$ cat src/rtl/pattern_detector_pkg.sv
// Shared types for the serial pattern detector: FSM state encoding and a
// helper that sizes the fill counter for a given pattern length.
package pattern_detector_pkg;

  typedef enum logic [1:0] {
    FILL   = 2'd0,
    ARMED  = 2'd1,
    LOCKED = 2'd2
  } pd_state_e;

  function automatic int fill_bits(input int w);
    return $clog2(w + 1);
  endfunction

endpackage

$ cat src/rtl/pd_history.sv
// Serial history shift register plus saturating fill counter. Only W-1 past
// bits are stored; the live input completes the W-bit comparison window.
module pd_history
  import pattern_detector_pkg::*;
#(
  parameter int W  = 4,
  parameter int FW = fill_bits(W)
) (
  input  logic          clock,
  input  logic          reset,
  input  logic          shift,
  input  logic          restart,
  input  logic          zero,
  input  logic          in,
  output logic [W-1:0]  window,
  output logic [FW-1:0] fill
);

  logic [W-2:0]  hist_q, hist_d;
  logic [FW-1:0] fill_q, fill_d;

  assign window = {hist_q, in};
  assign fill   = fill_q;

  always_comb begin
    hist_d = hist_q;
    fill_d = fill_q;
    if (zero) begin
      hist_d = '0;
      fill_d = '0;
    end else if (shift) begin
      hist_d = window[W-2:0];
      if (restart)               fill_d = '0;
      else if (fill_q != FW'(W)) fill_d = fill_q + 1'b1;
    end
  end

  always_ff @(posedge clock or posedge reset) begin
    if (reset) begin
      hist_q <= '0;
      fill_q <= '0;
    end else begin
      hist_q <= hist_d;
      fill_q <= fill_d;
    end
  end

endmodule

$ cat src/rtl/pattern_detector.sv
// Serial pattern detector: loadable pattern, sticky/pulse match, optional
// overlapping detection and a saturating match counter.
module pattern_detector
  import pattern_detector_pkg::*;
#(
  parameter int                   PAT_WIDTH = 4,
  parameter logic [PAT_WIDTH-1:0] PAT_RESET = 4'b0110,
  parameter int                   CNT_WIDTH = 8
) (
  input  logic                 clock,
  input  logic                 reset,
  input  logic                 in,
  input  logic                 valid,
  input  logic [PAT_WIDTH-1:0] pattern,
  input  logic                 load,
  input  logic                 clear,
  input  logic                 sticky,
  input  logic                 overlap,
  output logic                 match,
  output logic                 locked,
  output logic [CNT_WIDTH-1:0] match_count
);

  localparam int FW = fill_bits(PAT_WIDTH);

  pd_state_e              state_q, state_d;
  logic [PAT_WIDTH-1:0]   pat_q, pat_d;
  logic                   match_q, match_d;
  logic [CNT_WIDTH-1:0]   cnt_q, cnt_d;
  logic [PAT_WIDTH-1:0]   window;
  logic [FW-1:0]          fill;
  logic                   accept, full, hit;

  // A locked detector ignores the stream until clear, load or reset.
  assign accept = valid && !load && !clear && (state_q != LOCKED);
  assign full   = (fill >= FW'(PAT_WIDTH - 1));
  assign hit    = accept && full && (window == pat_q);

  pd_history #(.W(PAT_WIDTH), .FW(FW)) u_hist (
    .clock   (clock),
    .reset   (reset),
    .shift   (accept),
    .restart (hit && !overlap),
    .zero    (load || clear),
    .in      (in),
    .window  (window),
    .fill    (fill)
  );

  always_comb begin
    state_d = state_q;
    pat_d   = pat_q;
    cnt_d   = cnt_q;
    match_d = (state_q == LOCKED);
    if (load || clear) begin
      state_d = FILL;
      match_d = 1'b0;
      if (load)  pat_d = pattern;
      if (clear) cnt_d = '0;
    end else if (accept) begin
      if (hit) begin
        match_d = 1'b1;
        if (cnt_q != '1) cnt_d = cnt_q + 1'b1;
        if (sticky)       state_d = LOCKED;
        else if (overlap) state_d = ARMED;
        else              state_d = FILL;
      end else begin
        state_d = full ? ARMED : FILL;
      end
    end
  end

  always_ff @(posedge clock or posedge reset) begin
    if (reset) begin
      state_q <= FILL;
      pat_q   <= PAT_RESET;
      match_q <= 1'b0;
      cnt_q   <= '0;
    end else begin
      state_q <= state_d;
      pat_q   <= pat_d;
      match_q <= match_d;
      cnt_q   <= cnt_d;
    end
  end

  assign match       = match_q;
  assign locked      = (state_q == LOCKED);
  assign match_count = cnt_q;

endmodule

$ cat config.mk
export PLATFORM = sky130hd
export DESIGN_NAME = pattern_detector
export DESIGN_NICKNAME = d
export VERILOG_FILES = /design/src/rtl/pattern_detector_pkg.sv /design/src/rtl/pd_history.sv /design/src/rtl/pattern_detector.sv
export SDC_FILE = /design/constraint.sdc
export NUM_CORES = 1
export LEC_CHECK = 0
export ABC_AREA = 1
export CORE_MARGIN = 3
export CORE_UTILIZATION = 50
export CTS_CLUSTER_SIZE = 16
export DETAILED_ROUTE_END_ITERATION = 8
export MAX_ROUTING_LAYER = met4
export PLACE_DENSITY = 0.76
export SLEW_MARGIN = 15
export SYNTH_ARGS = -nofsm -noshare
export SYNTH_HDL_FRONTEND = slang
export SYNTH_SLANG_ARGS = --single-unit
$ cat constraint.sdc
create_clock -name clock -period 2.2 [get_ports clock]
set_input_delay 0.44 -clock clock [delete_from_list [all_inputs] [get_ports clock]]
set_output_delay 0.44 -clock clock [all_outputs]
set_load 0.01 [all_outputs]
* Word-level counts from Yosys, hierarchy flattened *
Index checks and enable logic that the tools add are counted.

operators by class
  add/sub/neg operators = 2
  $lt $le $gt $ge = 1
  equality and inequality tests = 6
  mux-type cells = 20
  reduce and logical (&&, ||, !) cells = 17

operator list
  cell                                                                   count
  8-bit 2-to-1 mux                                                       5
  3-bit 2-to-1 mux                                                       6
  8-bit by 1-bit adder with 8-bit output, second input constant          1
  2-bit 2-to-1 mux                                                       4
  8-bit inequality test, second input constant                           1
  1-bit logical AND                                                      6
  2-bit nonzero test                                                     3
  1-bit 2-to-1 mux                                                       5
  4-bit equality test                                                    1
  2-bit inequality test, second input constant                           2
  2-bit AND reduction                                                    2
  4-bit AND reduction                                                    1
  3-bit by 1-bit adder with 3-bit output, second input constant          1
  3-bit by 2-bit >= comparator with 1-bit output, second input constant  1
  1-bit logical NOT                                                      3
  3-bit inequality test, second input constant                           1
  3-bit nonzero test                                                     1
  2-bit equality test, second input constant                             1
  1-bit logical OR                                                       1

word-level totals
  bits in registers = 21
  input port bits = 12
  output and inout bits = 10
  logic and storage cells = 52

* Depth between registers and ports, before layout *
Gate-level depths: netlist of the first run.

  word-level depth = 10
  gate-level depth with buffers = 11
  mapped depth without buffers = 11

* Cells and area by module *
Synthesis of the first run repeated with hierarchy kept, for this count alone.

unflattened totals
  cell total of the unflattened synthesis = 180
  area, all modules = 1307.5 sq um

by module, submodules not included
  module            times used  cells each  area each (sq um)  sequential area each (sq um)
  pattern_detector  1           138         980.9              377.9
  pd_history        1           42          326.6              150.1

* Worst setup path after synthesis of the first run *
OpenSTA, ideal clock, no wires.

  kind = reg-to-reg
  start point = reg u_hist.fill_q[0], in the netlist u_hist.fill[0]
  end point = reg cnt_q[4], in the netlist match_count[4]
  library setup time = 119 ps
  arrival = 1402 ps
  required time = 2081 ps
  path slack = 679 ps
  stages on the path, launching flop included = 11
  path buffers = 0
  clock period less this slack = 1521 ps
  cell sequence = dfrtp_1 -> ha_1 -> ha_1 -> nor2_1 -> nand2_1 -> inv_1 -> nor2_8 -> nand3_4 -> nand2_8 -> nand2_1 -> o21ai_2

between the ends
  longest elaborated chain between the ends = 5

RTL lines
  item                                            line                    source
  start, declared                                 pd_history.sv:20        logic [FW-1:0] fill_q, fill_d;
  start signal, assigned                          pd_history.sv:44        fill_q <= fill_d;
  3-bit by 2-bit >= comparator with 1-bit output  pattern_detector.sv:36  assign full = (fill >= FW'(PAT_WIDTH - 1));
  1-bit logical AND (2 in series)                 pattern_detector.sv:37  assign hit = accept && full && (window == pat_q);
  2-bit nonzero test (no line)                    n/a
  4-bit AND reduction (no line)                   n/a
  end signal, assigned                            pattern_detector.sv:83  cnt_q <= cnt_d;
  end, declared                                   pattern_detector.sv:29  logic [CNT_WIDTH-1:0] cnt_q, cnt_d;

Every way passes these cells.
A chain may end at the register's enable or synchronous reset.

* Worst setup path after layout of the first run *
  start point = reg state_q[0]
  end point = out locked

between the ends
  longest elaborated chain between the ends = 1

RTL lines
  item                    line                    source
  start, declared         pattern_detector.sv:26  pd_state_e state_q, state_d;
  start signal, assigned  pattern_detector.sv:80  state_q <= state_d;
  2-bit equality test     pattern_detector.sv:88  assign locked = (state_q == LOCKED);
  end, declared           pattern_detector.sv:20  output logic locked,

Every way passes these cells.

==> results.json, run 1 <==
{
  "run_status": "complete, no violations",
  "synthTopCellsByCount": "nand2_1 (47), inv_1 (24), dfrtp_1 (19)",
  "worstHoldPathType": "in2async",
  "timing.critical_path.fanout_max": 3,
  "clk_path_buf_depth": 2,
  "fin_setup_tns_ns": 0,
  "floorplan.initialDensity_pct": 54.9,
  "criticalPathCategory": "reg2out",
  "insertedDiodeCount": 0,
  "critical_path.slowest_cell": "clkdlybuf4s50_1",
  "grt_remaining_overflow": 0,
  "worst_ep_required_time_ns": 1.76,
  "postSynthCellCount": 157,
  "cts_clk_pin_slew_worst_paths_ns": 0.12,
  "post_drt_wl_per_cell_um": 11.4,
  "synth.most_common_cell": "nand2_1",
  "report.final.hold_viol_count": 0,
  "synth_ff_type": "dfrtp_1",
  "synth.area.top_cells": "dfrtp_1 (38%), nand2_1 (14%), inv_1 (7.1%), nand3_1 (5.6%), nor2_8 (4.8%)",
  "grt_setup_unrepaired": "no",
  "numPortBuffers": 21,
  "io_pins": 22,
  "final_period_minus_worst_setup_slack_ns": 1.91,
  "ctsHoldBuffers": 0,
  "finish.utilization_pct": 66.9,
  "totalWireLength_um": 2400,
  "syn-num-nets": 173,
  "worstPathCellList": "inv_1 > nand2_1 > inv_1 > clkdlybuf4s50_1",
  "tritoncts.num_buffers": 3,
  "synth_enable_flop_cells": 0,
  "total_leakage_power_nw": 0.771,
  "min_period_over_period_pct": 86.7,
  "chipWidth_um": 56.2,
  "drt-pass1-iter-count": 4,
  "detail_route.vias_per_cell": 4.97,
  "syn_area_mm2": 0.00126,
  "die-height_um": 56.2,
  "post_dp_hpwl_um": 1910,
  "via_count_of_the_first_global_routing_pass": 1030,
  "drt.antenna.violating_nets": 0,
  "floorplan.die_area_mm2": 0.00316,
  "finalClockSkew_ns": 0.00420,
  "ctsRootBufferMaster": "clkbuf_4",
  "cts.htree.levels": 1,
  "seqCellArea_um2": 528,
  "fmax_mhz": 524,
  "final.setup.worst_slack_ns": 0.293,
  "yosys_warnings": 0,
  "layout-drive-gt1-share_pct": 11.5,
  "multi_input_area_um2": 632,
  "number_of_standard_cell_rows_in_the_floorplan": 17,
  "drv.max_cap_violation_count": 0,
  "design.core.area_mm2": 0.00230,
  "dpl_worst_slack_ns": 0.217,
  "clock_sink_count": 21,
  "timing_max_transition_violations_final": 0,
  "yosysSeqAreaShare_pct": 41.9,
  "drt_iter0_drc": 29,
  "grt_max_degree": 22,
  "ys_async_rst_share_pct": 100,
  "max_slew.worst_pin.slew_ns": 0.314,
  "seq_cells_post_synth": 21,
  "critical_path.max_stage_delay_ns": 0.53,
  "maxSlewHeadroom_pct": 79.0,
  "syn-mean-instance-area_um2": 8.03,
  "yosysUniqueCellTypes": 20,
  "worstSetupStartpointType": "flip-flop",
  "largest_area_contributor_in_the_netlist": "dfrtp_1",
  "post_cts_setup_buffers": 0,
  "endpoint_kind": "primary output",
  "power_density_mw_per_mm2": 457,
  "nets": 200,
  "cts_tree": "done",
  "area_growth_syn_to_layout_pct": 21.9,
  "crit_arrival_ns": 1.47,
  "report.final.setup_viol": 0,
  "number_of_antenna_violations_at_the_first_check_in_global_routing": 0,
  "global_route.usage.total_pct": 17.7,
  "grt_first_pass_wirelength_um": 4440,
  "clk_latency_ns": 0.29,
  "ir_drop_v": 0.000311,
  "finalWeightedCongestion": 0.846,
  "path_common_cell": "inv_1",
  "vias": 1049,
  "fillerInstances": 210,
  "post-layout-total-power_mw": 0.703,
  "synth_top_area_share_pct": 37.7,
  "cts.repair.resized": 0,
  "total_drc_errors_in_the_routed_layout": 0
}
[registers in the layout, indices dropped and copies added, names as in the netlist]
signal,flops
pat_q,4
u_hist.fill,3
match_count,8
state_q,2
match,1
u_hist.hist_q,3
[kinds of logic after synthesis]
family | synth area share [%]
AOI/OAI and AO/OA | 7.64
xor gates and xnor gates | 0.695
adders and majority gates | 3.97
buffers and inverters | 8.04
DFF | 41.9
and+or+nand+nor | 37.8
[layout make-up]
class                      count  share of cell area, %
clock buffer                   3                   1.46
clock inverter                 1                  0.325
inverter                      24                   5.86
multi-input combinational    111                   41.1
sequential                    21                   34.3
tap                           28                   2.28
timing repair buffer          23                   14.6
[where the power goes]
part	internal (mW)	switching, mW
registers	0.401	0.0110
clock network	0.0676	0.112
logic	0.0477	0.0636
total	0.516	0.187
[critical path, delay by kind of cell, from the launching register on]
family	cells	cell delay, ns
buf+inv	3	0.67
flops	1	0.38
simple gates	1	0.12
[cells in the final DEF (no fill, tap or decap), drive strengths merged, types with 4 or more instances in the layout]
| cell | n |
|---|---|
| ha | 4 |
| nand4 | 5 |
| nand2 | 51 |
| clkdlybuf4s50 | 21 |
| o21ai | 10 |
| nand3 | 17 |
| dfrtp | 19 |
| inv | 24 |
| nor2 | 16 |
| a21oi | 4 |
[metal layers]
layer / global-route usage (%) / wire (um)
met5: - / 0
met4: 5.08 / 12
met3: 2.78 / 83
met2: 29.5 / 1180
met1: 22.0 / 1120
[path summary, 6_finish.rpt]
kind | start | endpoint | slack (ns) | cells after the start
max in group asynchronous | reset | pat_q[2]$_DFFE_PP1P_ | 1.45 | 3
setup / recovery | state_q[0]$_DFFE_PP0P_ | locked | 0.29 | 4
hold / removal | reset | pat_q[0]$_DFFE_PP0P_ | 0.49 | 3
setup reg to reg | u_hist.fill[0]$_DFFE_PP0P_ | match_count[4]$_DFFE_PP0P_ | 0.55 | 10
min in group clock | pat_q[1]$_DFFE_PP1P_ | pat_q[1]$_DFFE_PP1P_ | 0.51 | 2
hold reg to reg | pat_q[1]$_DFFE_PP1P_ | pat_q[1]$_DFFE_PP1P_ | 0.51 | 2
[stage by stage]
| stage | std cells | hold WS [ns] | cell area (um2) |
|---|---|---|---|
| floorplan | 157 | 0.415 | 1260 |
| global placement | 207 | 0.482 | 1510 |
| detailed placement | 207 | 0.502 | 1510 |
| CTS | 211 | 0.496 | 1540 |
| global route | 211 | 0.514 | 1540 |
| finish | 211 | 0.485 | 1540 |
Note: power is estimated with default switching activity, not from simulation.
==> run 2: changes to the inputs <==
CAP_MARGIN = 5   (was not set)
==> results of run 2 <==
The final DEF is identical to that of run 1; final timing and power are the same.
